==> config.mk <==
export PLATFORM = sky130hd
export DESIGN_NAME = config_chain_loader
export DESIGN_NICKNAME = d
export VERILOG_FILES = /design/src/rtl/config_chain_loader.sv
export SDC_FILE = /design/constraint.sdc
export NUM_CORES = 1
export LEC_CHECK = 0
export ABC_AREA = 1
export CORE_MARGIN = 2
export CORE_UTILIZATION = 40
export DETAILED_ROUTE_END_ITERATION = 12
export GPL_TIMING_DRIVEN = 1
export HOLD_SLACK_MARGIN = 0.05
export SLEW_MARGIN = 20
export SYNTH_ARGS = -nofsm -noshare
export SYNTH_HDL_FRONTEND = slang
export SYNTH_SLANG_ARGS = --single-unit
==> constraint.sdc <==
create_clock -name Config_Clock -period 2.8 [get_ports Config_Clock]
set_input_delay 0.28 -clock Config_Clock [delete_from_list [all_inputs] [get_ports Config_Clock]]
set_output_delay 0.28 -clock Config_Clock [all_outputs]
set_load 0.005 [all_outputs]
==> src/rtl/config_chain_loader.sv <==
// config_chain_loader: serialises host configuration words LSB-first onto a PE
// configuration scan chain, with an optional CRC verify pass (macro
// CONFIG_CHAIN_VERIFY_EN) that circulates the chain through itself.
// Ports: Config_Clock/Config_Reset (sync, active-low), start, word_in/word_valid/
// word_ready host handshake, ConfigOut/shift_en to chain head, ConfigIn from
// chain tail, busy/done/error status.
module config_chain_loader #(
  parameter int WORD_WIDTH   = 32,
  parameter int CHAIN_LENGTH = 48
) (
  input  logic                  Config_Clock,
  input  logic                  Config_Reset,
  input  logic                  start,
  input  logic [WORD_WIDTH-1:0] word_in,
  input  logic                  word_valid,
  output logic                  word_ready,
  output logic                  ConfigOut,
  output logic                  shift_en,
  input  logic                  ConfigIn,
  output logic                  busy,
  output logic                  done,
  output logic                  error
);

  localparam int BCW = $clog2(WORD_WIDTH + 1);

`ifdef CONFIG_CHAIN_VERIFY_EN
  typedef enum logic [2:0] {IDLE, WAIT_WORD, SHIFT, VERIFY, DONE} state_t;
`else
  typedef enum logic [2:0] {IDLE, WAIT_WORD, SHIFT, DONE} state_t;
`endif

  state_t                state_q, state_d;
  logic [WORD_WIDTH-1:0] shreg_q, shreg_d;
  logic [BCW-1:0]        bit_cnt_q, bit_cnt_d;
  logic [15:0]           total_cnt_q, total_cnt_d;
  logic                  shift_en_q, shift_en_d;
  logic                  config_out_q, config_out_d;
  logic                  done_q, done_d;
  logic                  error_q, error_d;

`ifdef CONFIG_CHAIN_VERIFY_EN
  logic [15:0] crc_tx_q, crc_tx_d;
  logic [15:0] crc_rx_q, crc_rx_d;

  // CRC-16-CCITT, one bit per call, MSB-first feedback.
  function automatic logic [15:0] crc_step(input logic [15:0] c, input logic b);
    logic fb;
    fb = c[15] ^ b;
    crc_step = {c[14:0], 1'b0} ^ (fb ? 16'h1021 : 16'h0000);
  endfunction
`endif

  // Outputs are scheduled one cycle ahead: shift_en/ConfigOut are computed for
  // the state being entered, so shift_en is high exactly in SHIFT/VERIFY cycles.
  always_comb begin
    state_d      = state_q;
    shreg_d      = shreg_q;
    bit_cnt_d    = bit_cnt_q;
    total_cnt_d  = total_cnt_q;
    shift_en_d   = 1'b0;
    config_out_d = 1'b0;
    done_d       = 1'b0;
    error_d      = error_q;
`ifdef CONFIG_CHAIN_VERIFY_EN
    crc_tx_d     = crc_tx_q;
    crc_rx_d     = crc_rx_q;
`endif
    case (state_q)
      IDLE: begin
        if (start) begin
          state_d     = WAIT_WORD;
          error_d     = 1'b0;
          bit_cnt_d   = '0;
          total_cnt_d = '0;
`ifdef CONFIG_CHAIN_VERIFY_EN
          crc_tx_d    = 16'hFFFF;
          crc_rx_d    = 16'hFFFF;
`endif
        end
      end
      WAIT_WORD: begin
        if (word_valid) begin
          // Bit 0 goes out next cycle; the register keeps the remaining bits.
          state_d      = SHIFT;
          shreg_d      = word_in >> 1;
          config_out_d = word_in[0];
          shift_en_d   = 1'b1;
          bit_cnt_d    = BCW'(1);
          total_cnt_d  = total_cnt_q + 16'd1;
`ifdef CONFIG_CHAIN_VERIFY_EN
          crc_tx_d     = crc_step(crc_tx_q, word_in[0]);
`endif
        end
      end
      SHIFT: begin
        // The current cycle carries the last bit of this word (full word or
        // the truncated final word).
        if (bit_cnt_q == BCW'(WORD_WIDTH) || total_cnt_q == 16'(CHAIN_LENGTH)) begin
          if (total_cnt_q == 16'(CHAIN_LENGTH)) begin
`ifdef CONFIG_CHAIN_VERIFY_EN
            // total_cnt is reused to count the verify cycles.
            state_d     = VERIFY;
            shift_en_d  = 1'b1;
            total_cnt_d = 16'd1;
`else
            state_d     = DONE;
            done_d      = 1'b1;
`endif
          end else begin
            state_d = WAIT_WORD;
          end
        end else begin
          config_out_d = shreg_q[0];
          shreg_d      = shreg_q >> 1;
          shift_en_d   = 1'b1;
          bit_cnt_d    = bit_cnt_q + BCW'(1);
          total_cnt_d  = total_cnt_q + 16'd1;
`ifdef CONFIG_CHAIN_VERIFY_EN
          crc_tx_d     = crc_step(crc_tx_q, shreg_q[0]);
`endif
        end
      end
`ifdef CONFIG_CHAIN_VERIFY_EN
      VERIFY: begin
        crc_rx_d = crc_step(crc_rx_q, ConfigIn);
        if (total_cnt_q == 16'(CHAIN_LENGTH)) begin
          state_d = DONE;
          done_d  = 1'b1;
          if (crc_rx_d != crc_tx_q) error_d = 1'b1;
        end else begin
          shift_en_d  = 1'b1;
          total_cnt_d = total_cnt_q + 16'd1;
        end
      end
`endif
      DONE: begin
        state_d = IDLE;
      end
      default: begin
        state_d = IDLE;
      end
    endcase
  end

  always_ff @(posedge Config_Clock) begin
    if (!Config_Reset) begin
      state_q      <= IDLE;
      shreg_q      <= '0;
      bit_cnt_q    <= '0;
      total_cnt_q  <= '0;
      shift_en_q   <= 1'b0;
      config_out_q <= 1'b0;
      done_q       <= 1'b0;
      error_q      <= 1'b0;
`ifdef CONFIG_CHAIN_VERIFY_EN
      crc_tx_q     <= 16'hFFFF;
      crc_rx_q     <= 16'hFFFF;
`endif
    end else begin
      state_q      <= state_d;
      shreg_q      <= shreg_d;
      bit_cnt_q    <= bit_cnt_d;
      total_cnt_q  <= total_cnt_d;
      shift_en_q   <= shift_en_d;
      config_out_q <= config_out_d;
      done_q       <= done_d;
      error_q      <= error_d;
`ifdef CONFIG_CHAIN_VERIFY_EN
      crc_tx_q     <= crc_tx_d;
      crc_rx_q     <= crc_rx_d;
`endif
    end
  end

  assign word_ready = (state_q == WAIT_WORD);
  assign busy       = (state_q != IDLE);
  assign shift_en   = shift_en_q;
  assign done       = done_q;
  assign error      = error_q;

`ifdef CONFIG_CHAIN_VERIFY_EN
  // Loopback during verify: the tail feeds straight back into the head.
  assign ConfigOut = (state_q == VERIFY) ? ConfigIn : config_out_q;
`else
  logic unused_config_in;
  assign unused_config_in = ConfigIn;
  assign ConfigOut = config_out_q;
`endif

endmodule
==> qor.csv, run 1 <==
metric;value;unit
synth_xor_area_frac;0.00253;
multiInputGateArea;1940;sq um
endpoint_kind;flop;
drc;0;
syn_area;3460;sq um
routedWlPerCell;12.9;um
wirelength;8770;um
setup_viol;0;
synthFlopType;dfxtp_1;
grt_max_degree;33;
cts_buffer_depth;2;
synth_top_family_by_area;simple AND/OR/NAND/NOR gates;
timing.rr.end;total_cnt_q[8];
htree_levels;3;
relSlewSlack;0.658;
worstPathRequired;3.04;ns
ys_ff_latch;58;
ys_types;32;
globalplace.congestion;0.808;
die_y;97;um
diodes;0;
hold_end;shreg_q[27];
first_pass_iters;5;
synth_cells;540;
grt_pass1_wl;15100;um
antenna_found_initial;0;
io_pins;43;
synthToLayoutAreaGrowth;18.9;%
final_area;4110;sq um
leakagePower;1.82;nW
fmax;439;MHz
die_area;9410;sq um
startpoint_type;flop;
seq_area_frac_synth;0.336;
synthArstFlopShare;0;
cellPowerDensity;983;nW/um^2
synth-compound-area-share;0.0929;
final_nets;617;
hold_path_class;flop to flop;
maxCapViolCount;0;
drive_above_1_share;0.102;
antenna_left;0;
port_buffers;40;
clock-sinks;58;
synth_mux_area_frac;0;
cts_resized;0;
hpwlAfterDp;5900;um
die_x;97;um
num_vias;3456;
grt_pass1_vias;3251;
worstPathArrival;2.52;ns
placedInstanceArea;3900;sq um
r2r_start;state_q[0];
gr-total-overflow;0;
layout_min_cycle_time;2.28;ns
min_from;shreg_q[27];
ctsHoldBuffers;0;
ir_drop;0.000453;V
yosys.area_share.simple;0.434;
setup.worst_path.class;flop to flop;
rsz0062_at_grt;no;
tns;0;ns
mappedNetlistNets;585;
rows;33;
synthAdderAreaFrac;0.0289;
numCtsBuffers;9;
post_cts_buffers;0;
timing.final.crit_share;0.814;
status;completed;
vias_per_cell;5.07;
slew_viol_final;0;
seq_area;1160;sq um
min_delay_path_depth;2;
grtUsageTotal;0.192;
root_buffer;clkbuf_8;
cts_tree;yes;
r2r_cells;10;
core_area;8300;sq um
start_util;0.417;
clk_latency;0.34;ns
avgSynthCellArea;6.41;sq um
worst_clock_skew;0.00718;ns
drt_iter0_markers;132;
synth_edf_count;0;
cts.clk_slew.worst_paths;0.07;ns
fillers;873;
yosys_warnings;0;
rrSetupSlack;0.52;ns
path_max_fanout;23;
tightestPinTransition;0.514;ns
hold_violations;0;
-- report_power, final --
part	switching [W]	leakage (nW)	internal [W]
sequential	0.000188	0.474	0.00108
clock	0.000354	0.105	0.000499
combinational	0.00127	1.24	0.000660
-- state kept, by name (all words and copies together), names as in the netlist --
name         cells
state_q          2
ConfigOut        1
total_cnt_q     16
shift_en         1
shreg_q         31
done             1
bit_cnt_q        6
-- synthesized netlist by cell type (2+ instances only) --
master | number | area share
buf_1 | 3 | 0.0033
buf_6 | 4 | 0.013
o21bai_1 | 2 | 0.0043
inv_2 | 3 | 0.0033
nand2_2 | 13 | 0.024
o21ai_0 | 6 | 0.0087
clkbuf_1 | 9 | 0.0098
buf_4 | 3 | 0.0065
inv_1 | 44 | 0.048
dfxtp_1 | 58 | 0.34
nand3_1 | 22 | 0.032
a21oi_1 | 37 | 0.054
ha_1 | 8 | 0.029
nand2_1 | 203 | 0.22
nand3_4 | 2 | 0.010
nand4_1 | 48 | 0.087
nor3_1 | 2 | 0.0029
nor2_1 | 41 | 0.044
a21oi_2 | 9 | 0.023
buf_2 | 10 | 0.014
clkinv_1 | 2 | 0.0022
-- cell families after synthesis --
logic type               Yosys count
XOR/XNOR                           1
flip-flops                        58
adder cells (fa/ha/maj)            8
other                              1
buffers and inverters             79
AO/OA/AOI/OAI                     56
AND/OR/NAND/NOR                  337
-- area by class of cell --
| type | count | area share |
|---|---|---|
| clock buffers | 9 | 0.0301 |
| inverters | 49 | 0.0447 |
| repair buffers | 51 | 0.117 |
| flip-flops and latches | 58 | 0.282 |
| multi-input cells | 403 | 0.471 |
| well taps | 105 | 0.0319 |
| clock inverters | 7 | 0.0228 |
-- metal layers --
| metal | GRT usage | vias up | part of all wire | wire length, um |
|---|---|---|---|---|
| met5 | 0 | - | 0 | 0 |
| met4 | 0.0661 | 0 | 0.013 | 118 |
| met3 | 0.0397 | 10 | 0.042 | 368 |
| met2 | 0.306 | 72 | 0.46 | 3990 |
| met1 | 0.259 | 1572 | 0.49 | 4290 |
| li1 | - | 1802 | - | - |
-- cells in the final DEF (no fill, tap or decap), drive strengths merged --
| cell type | n |
|---|---|
| nor2 | 43 |
| buf | 11 |
| clkbuf | 9 |
| clkdlybuf4s50 | 40 |
| nand3 | 24 |
| a211oi | 1 |
| o21ai | 7 |
| a21oi | 46 |
| bufinv | 2 |
| nor3 | 2 |
| xor2 | 1 |
| dfxtp | 58 |
| nand2 | 217 |
| clkinvlp | 2 |
| inv | 47 |
| ha | 8 |
| or2 | 2 |
| o21bai | 2 |
| nor2b | 1 |
| nand4 | 48 |
| clkinv | 5 |
| conb | 1 |
-- stage by stage --
step                       util  hold WS, ns  total power (W)  std cells  setup slack [ns]
after detailed placement  0.469        0.452          0.00321        666             0.517
after global placement    0.469        0.449          0.00318        666             0.566
after CTS                 0.496        0.464          0.00407        682             0.511
after floorplan               -        0.406          0.00281        540              1.12
after global routing      0.496        0.480          0.00440        682             0.337
final                     0.496        0.463          0.00404        682             0.520
-- worst max-delay path: stages, from the launching register on --
cell and delay, ns:
dfxtp_1 0.35, inv_1 0.11, ha_1 0.49, nor2_1 0.16
nand2_1 0.09, buf_4 0.23, nand3_4 0.29, nand2_2 0.27
nand2_1 0.08, nand2_1 0.06, inv_1 0.03
-- worst max-delay path by stage --
stage,startpoint,cells after the start,to
floorplan,state_q[0],9,shreg_q[13]
global placement,state_q[0],10,total_cnt_q[15]
detailed placement,state_q[0],10,total_cnt_q[10]
CTS,state_q[0],10,total_cnt_q[10]
global route,state_q[0],10,total_cnt_q[14]
finish,state_q[0],10,total_cnt_q[8]
(Power assumes the default switching activity.)
==> inputs of run 2 (changes only) <==
==> constraint.sdc (replaced) <==
create_clock -name Config_Clock -period 2.34 [get_ports Config_Clock]
set_input_delay 0.234 -clock Config_Clock [delete_from_list [all_inputs] [get_ports Config_Clock]]
set_output_delay 0.234 -clock Config_Clock [all_outputs]
set_load 0.005 [all_outputs]
==> run 2 against run 1 <==
  * Global-route usage shrank 0.11 points
  * Clock skew grew 0.0025 ns
  * Critical path depth grew 2
  * First-iteration DRC count grew 46%
  * Power grew 14%
  * Worst hold slack lost 0.0010 ns
  * Clock-buffer cell count grew 4
  * Register-to-register slack lost 0.23 ns
  * Sequential share of layout area grew 0.27 points
  * Fmax grew 11%
  * Final area shrank 0.94%
  * Critical endpoint is now total_cnt_q[10]
==> qor.csv, run 2 (synthesis gave the netlist of run 1 again) <==
metric;value;unit
antenna_left;0;
grt_max_degree;33;
final_cells;684;
layout_common_cells;nand2_1, dfxtp_1, nand4_1;
first_pass_iters;4;
grtUsageTotal;0.191;
largest_register;shreg_q;
antenna_found_initial;0;
numCtsBuffers;9;
port_buffers;40;
cts.clk_slew.worst_paths;0.07;ns
routedWlPerCell;12.7;um
grt_pass1_wl;15000;um
rsz0062_at_grt;no;
cts_buffer_depth;2;
setup_viol;0;
min_delay_path_depth;2;
status;completed;
ctsHoldBuffers;0;
hold_violations;0;
layout_commonest_cell;nand2_1;
synthToLayoutAreaGrowth;17.8;%
start_util;0.417;
timing.final.crit_share;0.876;
layout_min_cycle_time;2.05;ns
wirelength;8720;um
rows;33;
place_worst_setup_slack;0.280;ns
io_pins;43;
worstPathArrival;2.29;ns
path_max_fanout;23;
clk_latency;0.34;ns
die_area;9410;sq um
worstPathRequired;2.58;ns
hold_ws;0.462;ns
r2r_cells;12;
timing.rr.end;total_cnt_q[10];
maxCapViolCount;0;
hold_path_class;flop to flop;
largest_registers;shreg_q: 31 flops, total_cnt_q: 16 flops, bit_cnt_q: 6 flops;
die_y;97;um
setup.worst_path.class;flop to flop;
fillers;845;
tns;0;ns
endpoint_kind;flop;
grt_pass1_vias;3171;
hpwlAfterDp;5880;um
vias_per_cell;5.05;
drc;0;
diodes;0;
r2r_start;total_cnt_q[0];
endpoint;total_cnt_q[10];
htree_levels;3;
slew_viol_final;0;
cts_resized;0;
die_x;97;um
gr-total-overflow;0;
cellPowerDensity;1140;nW/um^2
fmax;488;MHz
drive_above_1_share;0.100;
final_nets;619;
cts_tree;yes;
post_cts_buffers;0;
worst_clock_skew;0.00970;ns
fin_ws;0.290;ns
p_total;0.00463;W
critPathLaunch;total_cnt_q[0];
root_buffer;clkbuf_8;
largest_register_ffs;31;
rrSetupSlack;0.29;ns
startpoint_type;flop;
leakagePower;1.81;nW
core_area;8300;sq um
place_inst;668;
clock-sinks;58;
ir_drop;0.000522;V
globalplace.congestion;0.847;
drt_iter0_markers;193;
num_vias;3451;
-- run 2: layer usage --
metal | routed length (um) | GRT usage | up-vias
met5 | 0 | 0 | -
met4 | 119 | 0.0661 | 0
met3 | 410 | 0.0426 | 10
met2 | 3890 | 0.295 | 70
met1 | 4300 | 0.263 | 1559
li1 | - | - | 1812
-- run 2: report_power, final --
part | switching, W | internal, W
Clock | 0.000396 | 0.000409
Sequential | 0.000224 | 0.00129
Combinational | 0.00151 | 0.000801
Total | 0.00213 | 0.00250
-- run 2: cell type report --
cell class | count | area [sq um] | share of cell area
multi-input combinational | 403 | 1940 | 0.475
tap | 105 | 131 | 0.0322
clock inverter | 3 | 15.0 | 0.00368
sequential | 58 | 1160 | 0.285
clock buffer | 13 | 149 | 0.0365
inverter | 49 | 184 | 0.0451
timing repair buffer | 53 | 498 | 0.122
-- run 2: how the worst min path moves through the flow --
stage	start	to	slack, ns
after floorplan	Config_Reset	bit_cnt_q[1]	0.36
after global placement	shreg_q[6]	shreg_q[6]	0.45
after detailed placement	shreg_q[12]	shreg_q[12]	0.45
after CTS	shreg_q[12]	shreg_q[12]	0.46
after global routing	shreg_q[28]	shreg_q[28]	0.48
final	shreg_q[12]	shreg_q[12]	0.46
-- run 2: worst max-delay path, stage by stage, from the launching register on --
cell	delay, ns
dfxtp_1	0.36
inv_1	0.09
ha_1	0.20
nand2_1	0.07
nor2_1	0.06
nand2_2	0.10
nand2_2	0.08
nand2_4	0.24
nand3_4	0.32
nand2_2	0.26
nand2_1	0.07
nand2_1	0.06
inv_1	0.04
-- run 2: metrics by stage --
stage,utilization,cell area [sq um]
6_report,0.491,4080
5_1_grt,0.491,4080
4_1_cts,0.491,4080
3_5_place_dp,0.471,3910
3_3_place_gp,0.471,3910
2_1_floorplan,-,3460
